--- src/rtl/if_pkg.sv ---
// Shared types and constants for the DLX instruction-fetch front end.
package if_pkg;

    localparam int INST_W = 32;
    localparam int ADDR_W = 32;
    localparam logic [ADDR_W-1:0] PC_INC = 32'd4;

    typedef struct packed {
        logic [ADDR_W-1:0] pc;
        logic [0:INST_W-1] inst;
    } fetch_entry_t;

    function automatic logic [ADDR_W-1:0] next_pc(input logic [ADDR_W-1:0] pc);
        return pc + PC_INC;
    endfunction

endpackage

--- src/rtl/if_fifo.sv ---
// Prefetch buffer: synchronous FIFO of fetch entries with a dominant flush.
module if_fifo
    import if_pkg::*;
#(
    parameter int DEPTH = 4
) (
    input  logic                     clk,
    input  logic                     reset,
    input  logic                     push,
    input  logic                     pop,
    input  logic                     flush,
    input  fetch_entry_t             wdata,
    output fetch_entry_t             rdata,
    output logic [$clog2(DEPTH):0]   count,
    output logic                     empty
);

    localparam int PTR_W = $clog2(DEPTH);

    fetch_entry_t mem [DEPTH];
    logic [PTR_W-1:0] wr_ptr;
    logic [PTR_W-1:0] rd_ptr;
    logic full;
    logic do_push;
    logic do_pop;

    assign empty = (count == '0);
    assign full = (count == (PTR_W+1)'(DEPTH));
    assign do_pop = pop && !empty;
    // A full FIFO still accepts a push when the head leaves in the same cycle.
    assign do_push = push && (!full || do_pop);
    assign rdata = mem[rd_ptr];

    always_ff @(posedge clk) begin
        if (reset || flush) begin
            wr_ptr <= '0;
            rd_ptr <= '0;
            count <= '0;
        end else begin
            if (do_push) begin
                wr_ptr <= wr_ptr + PTR_W'(1);
            end
            if (do_pop) begin
                rd_ptr <= rd_ptr + PTR_W'(1);
            end
            case ({do_push, do_pop})
                2'b10: count <= count + (PTR_W+1)'(1);
                2'b01: count <= count - (PTR_W+1)'(1);
                default: ;
            endcase
        end
    end

    always_ff @(posedge clk) begin
        if (do_push && !flush && !reset) begin
            mem[wr_ptr] <= wdata;
        end
    end

endmodule

--- src/rtl/if_prefetch_stage.sv ---
// DLX fetch front end: issues word fetches, buffers responses, feeds decode.
// Optional IF_PERF_CNT_EN adds perf_fetched/perf_dropped counters.
module if_prefetch_stage
    import if_pkg::*;
#(
    parameter int          DEPTH    = 4,
    parameter int          MAX_OUT  = 2,
    parameter logic [31:0] RESET_PC = 32'h0000_0000
) (
    input  logic        clk,
    input  logic        reset,
    output logic        imem_req,
    output logic [31:0] imem_addr,
    input  logic        imem_gnt,
    input  logic        imem_rvalid,
    input  logic [0:31] imem_rdata,
    input  logic        stall,
    input  logic        branch,
    input  logic [31:0] branch_pc,
    output logic        valid_id,
    output logic [0:31] inst_id,
    output logic [31:0] pc_id,
    output logic [31:0] pc_plus_four_id
`ifdef IF_PERF_CNT_EN
    ,
    output logic [31:0] perf_fetched,
    output logic [31:0] perf_dropped
`endif
);

    localparam int CNT_W  = $clog2(MAX_OUT + 1);
    localparam int FCNT_W = $clog2(DEPTH) + 1;
    localparam int SUM_W  = FCNT_W + 1;

    logic [31:0]      fetch_pc;
    logic [31:0]      rsp_pc;
    logic [CNT_W-1:0] out_cnt;
    logic [CNT_W-1:0] drop_cnt;

    logic [FCNT_W-1:0] fifo_count;
    logic              fifo_empty;
    fetch_entry_t      push_entry;
    fetch_entry_t      head;

    logic [SUM_W-1:0] occupancy;
    logic grant;
    logic rsp;
    logic discard;
    logic push;
    logic pop;

    // Requests still expected to land in the FIFO count against its free space.
    assign occupancy = SUM_W'(out_cnt) - SUM_W'(drop_cnt) + SUM_W'(fifo_count);

    assign imem_req = !reset && !branch
                      && (out_cnt < CNT_W'(MAX_OUT))
                      && (occupancy < SUM_W'(DEPTH));
    assign imem_addr = fetch_pc;

    assign grant   = imem_req && imem_gnt;
    assign rsp     = imem_rvalid && !reset && (out_cnt != '0);
    assign discard = rsp && (branch || (drop_cnt != '0));
    assign push    = rsp && !discard;
    assign pop     = valid_id && !stall && !branch;

    assign push_entry.pc   = rsp_pc;
    assign push_entry.inst = imem_rdata;

    if_fifo #(
        .DEPTH(DEPTH)
    ) u_fifo (
        .clk   (clk),
        .reset (reset),
        .push  (push),
        .pop   (pop),
        .flush (branch),
        .wdata (push_entry),
        .rdata (head),
        .count (fifo_count),
        .empty (fifo_empty)
    );

    assign valid_id        = !fifo_empty;
    assign inst_id         = head.inst;
    assign pc_id           = head.pc;
    assign pc_plus_four_id = next_pc(head.pc);

    // On a redirect every request still outstanding after this cycle is stale.
    always_ff @(posedge clk) begin
        if (reset) begin
            fetch_pc <= RESET_PC;
            rsp_pc   <= RESET_PC;
            out_cnt  <= '0;
            drop_cnt <= '0;
        end else if (branch) begin
            fetch_pc <= branch_pc;
            rsp_pc   <= branch_pc;
            out_cnt  <= out_cnt - CNT_W'(rsp);
            drop_cnt <= out_cnt - CNT_W'(rsp);
        end else begin
            if (grant) begin
                fetch_pc <= next_pc(fetch_pc);
            end
            if (push) begin
                rsp_pc <= next_pc(rsp_pc);
            end
            case ({grant, rsp})
                2'b10: out_cnt <= out_cnt + CNT_W'(1);
                2'b01: out_cnt <= out_cnt - CNT_W'(1);
                default: ;
            endcase
            if (rsp && (drop_cnt != '0)) begin
                drop_cnt <= drop_cnt - CNT_W'(1);
            end
        end
    end

`ifdef IF_PERF_CNT_EN
    always_ff @(posedge clk) begin
        if (reset) begin
            perf_fetched <= '0;
            perf_dropped <= '0;
        end else begin
            if (push) begin
                perf_fetched <= perf_fetched + 32'd1;
            end
            if (discard) begin
                perf_dropped <= perf_dropped + 32'd1;
            end
        end
    end
`endif

endmodule

--- config.mk ---
export PLATFORM = sky130hd
export DESIGN_NAME = if_prefetch_stage
export DESIGN_NICKNAME = d
export VERILOG_FILES = /design/src/rtl/if_pkg.sv /design/src/rtl/if_fifo.sv /design/src/rtl/if_prefetch_stage.sv
export SDC_FILE = /design/constraint.sdc
export NUM_CORES = 1
export LEC_CHECK = 0
export CAP_MARGIN = 5
export CORE_ASPECT_RATIO = 2
export CORE_MARGIN = 2
export CORE_UTILIZATION = 55
export DETAILED_ROUTE_END_ITERATION = 8
export PLACE_DENSITY_LB_ADDON = 0.1
export SETUP_SLACK_MARGIN = 0.3
export SLEW_MARGIN = 20
export SYNTH_ARGS = -nofsm -noshare
export SYNTH_HDL_FRONTEND = slang
export SYNTH_SLANG_ARGS = --single-unit
--- constraint.sdc ---
create_clock -name clk -period 5.81 [get_ports clk]
set_clock_uncertainty 0.15 [all_clocks]
set_input_delay 1.162 -clock clk [delete_from_list [all_inputs] [get_ports clk]]
set_output_delay 1.162 -clock clk [all_outputs]
set_load 0.05 [all_outputs]
# Yosys cells after proc, flatten, opt, wreduce, memory -nomap -nowiden
# Memory sizes are Yosys's and may differ from the RTL's. A register that Yosys moved wholly into a read port is not among the register bits.
# Cells that the tools add are included.
classes:
  add_sub_neg: 13
  order_cmp: 2
  n_eq_ne: 5
  mux: 13
  reduce_logical: 32
ops:
  columns: ["operator", "n"]
  rows:
  - ["$mux W32", 4]
  - ["$add A32 B3 Y32 const B", 3]
  - ["$logic_and A1 B1 Y1", 15]
  - ["$reduce_bool A2 Y1", 6]
  - ["$mux W2", 5]
  - ["$add A2 B1 Y2 const B", 3]
  - ["$logic_not A1 Y1", 6]
  - ["$pmux W3 S2", 1]
  - ["$add A4 B3 Y4", 1]
  - ["$eq A2 B1 Y1 const B", 2]
  - ["$eq A2 B2 Y1 const B", 2]
  - ["$lt A4 B3 Y1 const B", 1]
  - ["$pmux W2 S2", 1]
  - ["$sub A2 B1 Y2 const B", 2]
  - ["$add A3 B1 Y3 const B", 1]
  - ["$eq A3 B3 Y1 const B", 1]
  - ["$logic_not A3 Y1", 1]
  - ["$logic_or A1 B1 Y1", 3]
  - ["$reduce_bool A3 Y1", 1]
  - ["$sub A2 B2 Y3", 1]
  - ["$sub A3 B1 Y3 const B", 1]
  - ["$lt A2 B2 Y1 const B", 1]
  - ["$mux W1", 2]
  - ["$sub A2 B1 Y2", 1]
word_totals:
  register_bits: 75
  ramBits: 256
  input_bits: 70
  output_inout_bits: 130
  mem_count: 1
memory_table:
  columns: ["name", "words", "width", "read_ports", "rd_ports_with_merged_regs", "write_ports", "line", "source"]
  rows:
  - ["u_fifo.mem", 4, 64, 1, 1, 1, "if_fifo.sv:20", "fetch_entry_t mem [DEPTH];"]

# Logic depth before layout (Yosys ltp)
depth:
  word_depth: 11
  mapped_depth: 11
  depth_no_buf: 11

# By module
# A second synthesis with hierarchy kept.
unflattened:
  hier_cells: 940
  hier_area_um2: 14116.0
modules_own_cells:
  columns: ["module", "n_inst", "cells_per_inst", "area_per_inst_um2", "seq_area_each_um2"]
  rows:
  - ["if_fifo", 1, 393, 9729.3, 7867.5]
  - ["if_prefetch_stage", 1, 547, 4386.7, 1361.3]

# Worst setup path after synthesis
# Ideal clock, no wire load.
synth_path:
  path_type: "register to output"
  start: "register with a tool-made name"
  end: "output port pc_plus_four_id[30]"
  arrival_ps: 3198
  required_time_ps: 4498
  setup_slack_ps: 1300
  stages_incl_launch_ff: 10
  n_path_buf: 3
  path_cell_list: "dfxtp_1 buf_6 buf_12 mux4_1 ha_1 and2_1 or4b_4 buf_6 nor4_4 xor2_1"
synth_rtl:
  columns: ["item", "line", "source"]
  rows:
  - ["end: declaration", "if_prefetch_stage.sv:23", "output logic [31:0] pc_plus_four_id"]

==> impl_metrics.yaml <==
status:
  status: "finished, final reports clean"
sta:
  slew_violations: 0
  rsz0062_at_grt: "false"
  fmax_mhz: 187
  tns_ns: 0
  hold-worst-slack_ns: 0.327
  setup_viol: 0
  tightest_slew_ns: 0.905
  relSlewSlack_pct: 39.1
  post-route-period-util_pct: 91.8
  post-route-min-period_ns: 5.33
  setup_ws_ns: 0.476
  hold_viol: 0
floorplanning:
  die_h_um: 232
  io_pins: 200
  die_x_um: 118
  dieArea_um2: 27400
  rows: 83
  start_util_pct: 55.8
  core_region_area_um2: 25700
grt:
  grt_pass1_vias: 9293
  grt_max_degree: 67
  antenna_found_initial: 0
  grt-ovfl-total: 0
  grt_usage_pct: 23.5
  grt_pass1_wl_um: 50200
route:
  wl_per_cell_um: 21.3
  finalWirelength_um: 32500
  ant_nets: 0
  via_per_inst: 5.97
  vias: 9103
  dr.pass1.iters: 5
  drcViolationCount: 0
  dr.first_iter.drc_count: 490
place:
  dp_slack_ns: 0.979
  gp_congestion: 0.950
  dp.final_hpwl_um: 22500
  portBuffers: 199
  dp.cells: 1475
clocking:
  cts.sinks: 333
  cts_tree: "done"
  clock-root-buffer: "clkbuf_16"
  cts_max_path_buffers: 3
  clk_latency_ns: 0.55
  clk_pin_slew_ns: 0.07
  postCtsHoldBufs: 0
  htreeDepth: 1
  cts_inserted_buffers: 27
logic_synthesis:
  ys_warn_count: 0
  synth_nets: 1043
  synth_seq_cells: 333
  syn_area_per_cell_um2: 14.9
  yosysSeqAreaShare_pct: 64.5
  netlist_area_um2: 14300
  synth_flop_cell: "edfxtp_1"
  synth_cells: 959
  synth_edf_count: 256
  synth_cell_type_count: 67
  async_reset_ff_share_pct: 0
cells_and_area:
  final_layout_size_suffix_gt1_share_pct: 13.2
  multiInputGateArea_um2: 4770
  diodes: 0
  sequential_cell_area_um2: 9230
  layout_common_cells: "edfxtp_1, clkdlybuf4s50_1, dfxtp_1"
  syn_to_final_growth_pct: 23.3
  layout_commonest_cell: "edfxtp_1"
  num-fill-cells: 1831
  stdcell_count: 1525
  layout.nets: 1249
critical_path:
  worstSetupPathType: "flip-flop to primary output"
  cp.arrival_ns: 4.02
  cp.required_ns: 4.50
  cp-start-kind: "flip-flop"
  cp-end-kind: "primary output"
  ff2ff_setup_slack_ns: 2.30
  worstPathMaxFanout: 29
hold_path:
  hold_class: "flip-flop to flip-flop"
pwr:
  powerDensity_nw_per_um2: 273
  ir_worst_vdd_v: 0.000178
  power.leakage_nw: 5.69
flow_run:
  cap_violations: 0
==> state kept, by name, summed over array words and instances, names as in the netlist, named ones only <==
register / count
rsp_pc: 32
imem_addr: 32
u_fifo.count: 3
u_fifo.wr_ptr: 2
out_cnt: 2
drop_cnt: 2
u_fifo.mem: 256
u_fifo.rd_ptr: 2
==> synthesized netlist by cell type (16+ instances only) <==
master	number	area share, %
edfxtp_1	256	54
dfxtp_1	77	11
mux4_2	57	9.0
nand2_1	55	1.4
nor2_1	50	1.3
a21oi_1	36	1.3
xnor2_1	31	1.9
clkbuf_1	29	0.76
nand3_1	29	1.0
inv_1	28	0.73
xor2_1	27	1.7
and3_1	20	0.87
nand4_1	20	0.87
o21ai_0	17	0.59
nor4_1	16	0.70
==> cell families (layout without fill, tap and decap cells) <==
kind of cell	after synthesis	count (layout)	share of synthesized area, %
xor+xnor	58	58	3.55
compound gates	144	144	6.96
fa+ha+maj	14	14	1.33
mux	69	69	10.6
buf+inv	72	298	2.26
flops	333	333	64.5
simple gates	269	269	10.8
==> layer usage <==
layer  track usage, %  routed length [µm]  vias to the layer above
met5                0                   0                        -
met4             10.2                1300                        0
met3             2.14                1170                       72
met2             45.4               18200                      287
met1             25.9               11900                     4532
li1                 -                   -                     4212
==> path summary, 6_finish.rpt <==
check,endpoint,start,cells after the start
max,pc_plus_four_id[29],flip-flop,7
min,imem_addr[1]$_SDFFE_PP0P_,imem_addr[1]$_SDFFE_PP0P_,2
max reg2reg,imem_addr[25]$_SDFFE_PP0P_,out_cnt[0]$_SDFFE_PP0P_,11
min reg2reg,imem_addr[1]$_SDFFE_PP0P_,imem_addr[1]$_SDFFE_PP0P_,2
==> metrics by stage <==
step / utilization (%) / power, mW / area (µm²)
after floorplan: - / 2.88 / 14300
after global placement: 65.3 / 3.03 / 16700
after detailed placement: 65.3 / 3.04 / 16700
after CTS: 68.8 / 4.85 / 17600
after global routing: 68.8 / 4.95 / 17700
final: 68.8 / 4.81 / 17700
==> worst max-delay path, stage by stage, from the launching register on <==
cell and delay [ns]:
dfxtp_2 0.83, buf_4 0.37, mux4_2 0.29, and4_1 0.36, nand4_4 0.22, nor4b_2 0.33
xor2_1 0.22, clkdlybuf4s50_1 0.83
==> layout make-up <==
type / count / share of cell area [%]
clock buffer: 33 / 4.12
clock inverter: 16 / 0.935
inverter: 28 / 0.595
multi-input combinational: 554 / 27.0
sequential: 333 / 52.3
tap: 340 / 2.41
timing repair buffer: 221 / 12.6
==> what timing repair did <==
item,4_1_cts,5_1_grt
setup buffers,0,1
resized for setup,0,0
endpoints found under the setup margin,0,2
==> where the power goes <==
| group | leakage [nW] | total [mW] | internal [mW] | switching (mW) |
|---|---|---|---|---|
| logic | 2.29 | 0.339 | 0.138 | 0.201 |
| registers | 2.97 | 2.65 | 2.60 | 0.0544 |
| clock network | 0.436 | 1.82 | 1.03 | 0.796 |
Note: power is estimated with default switching activity, not from simulation.
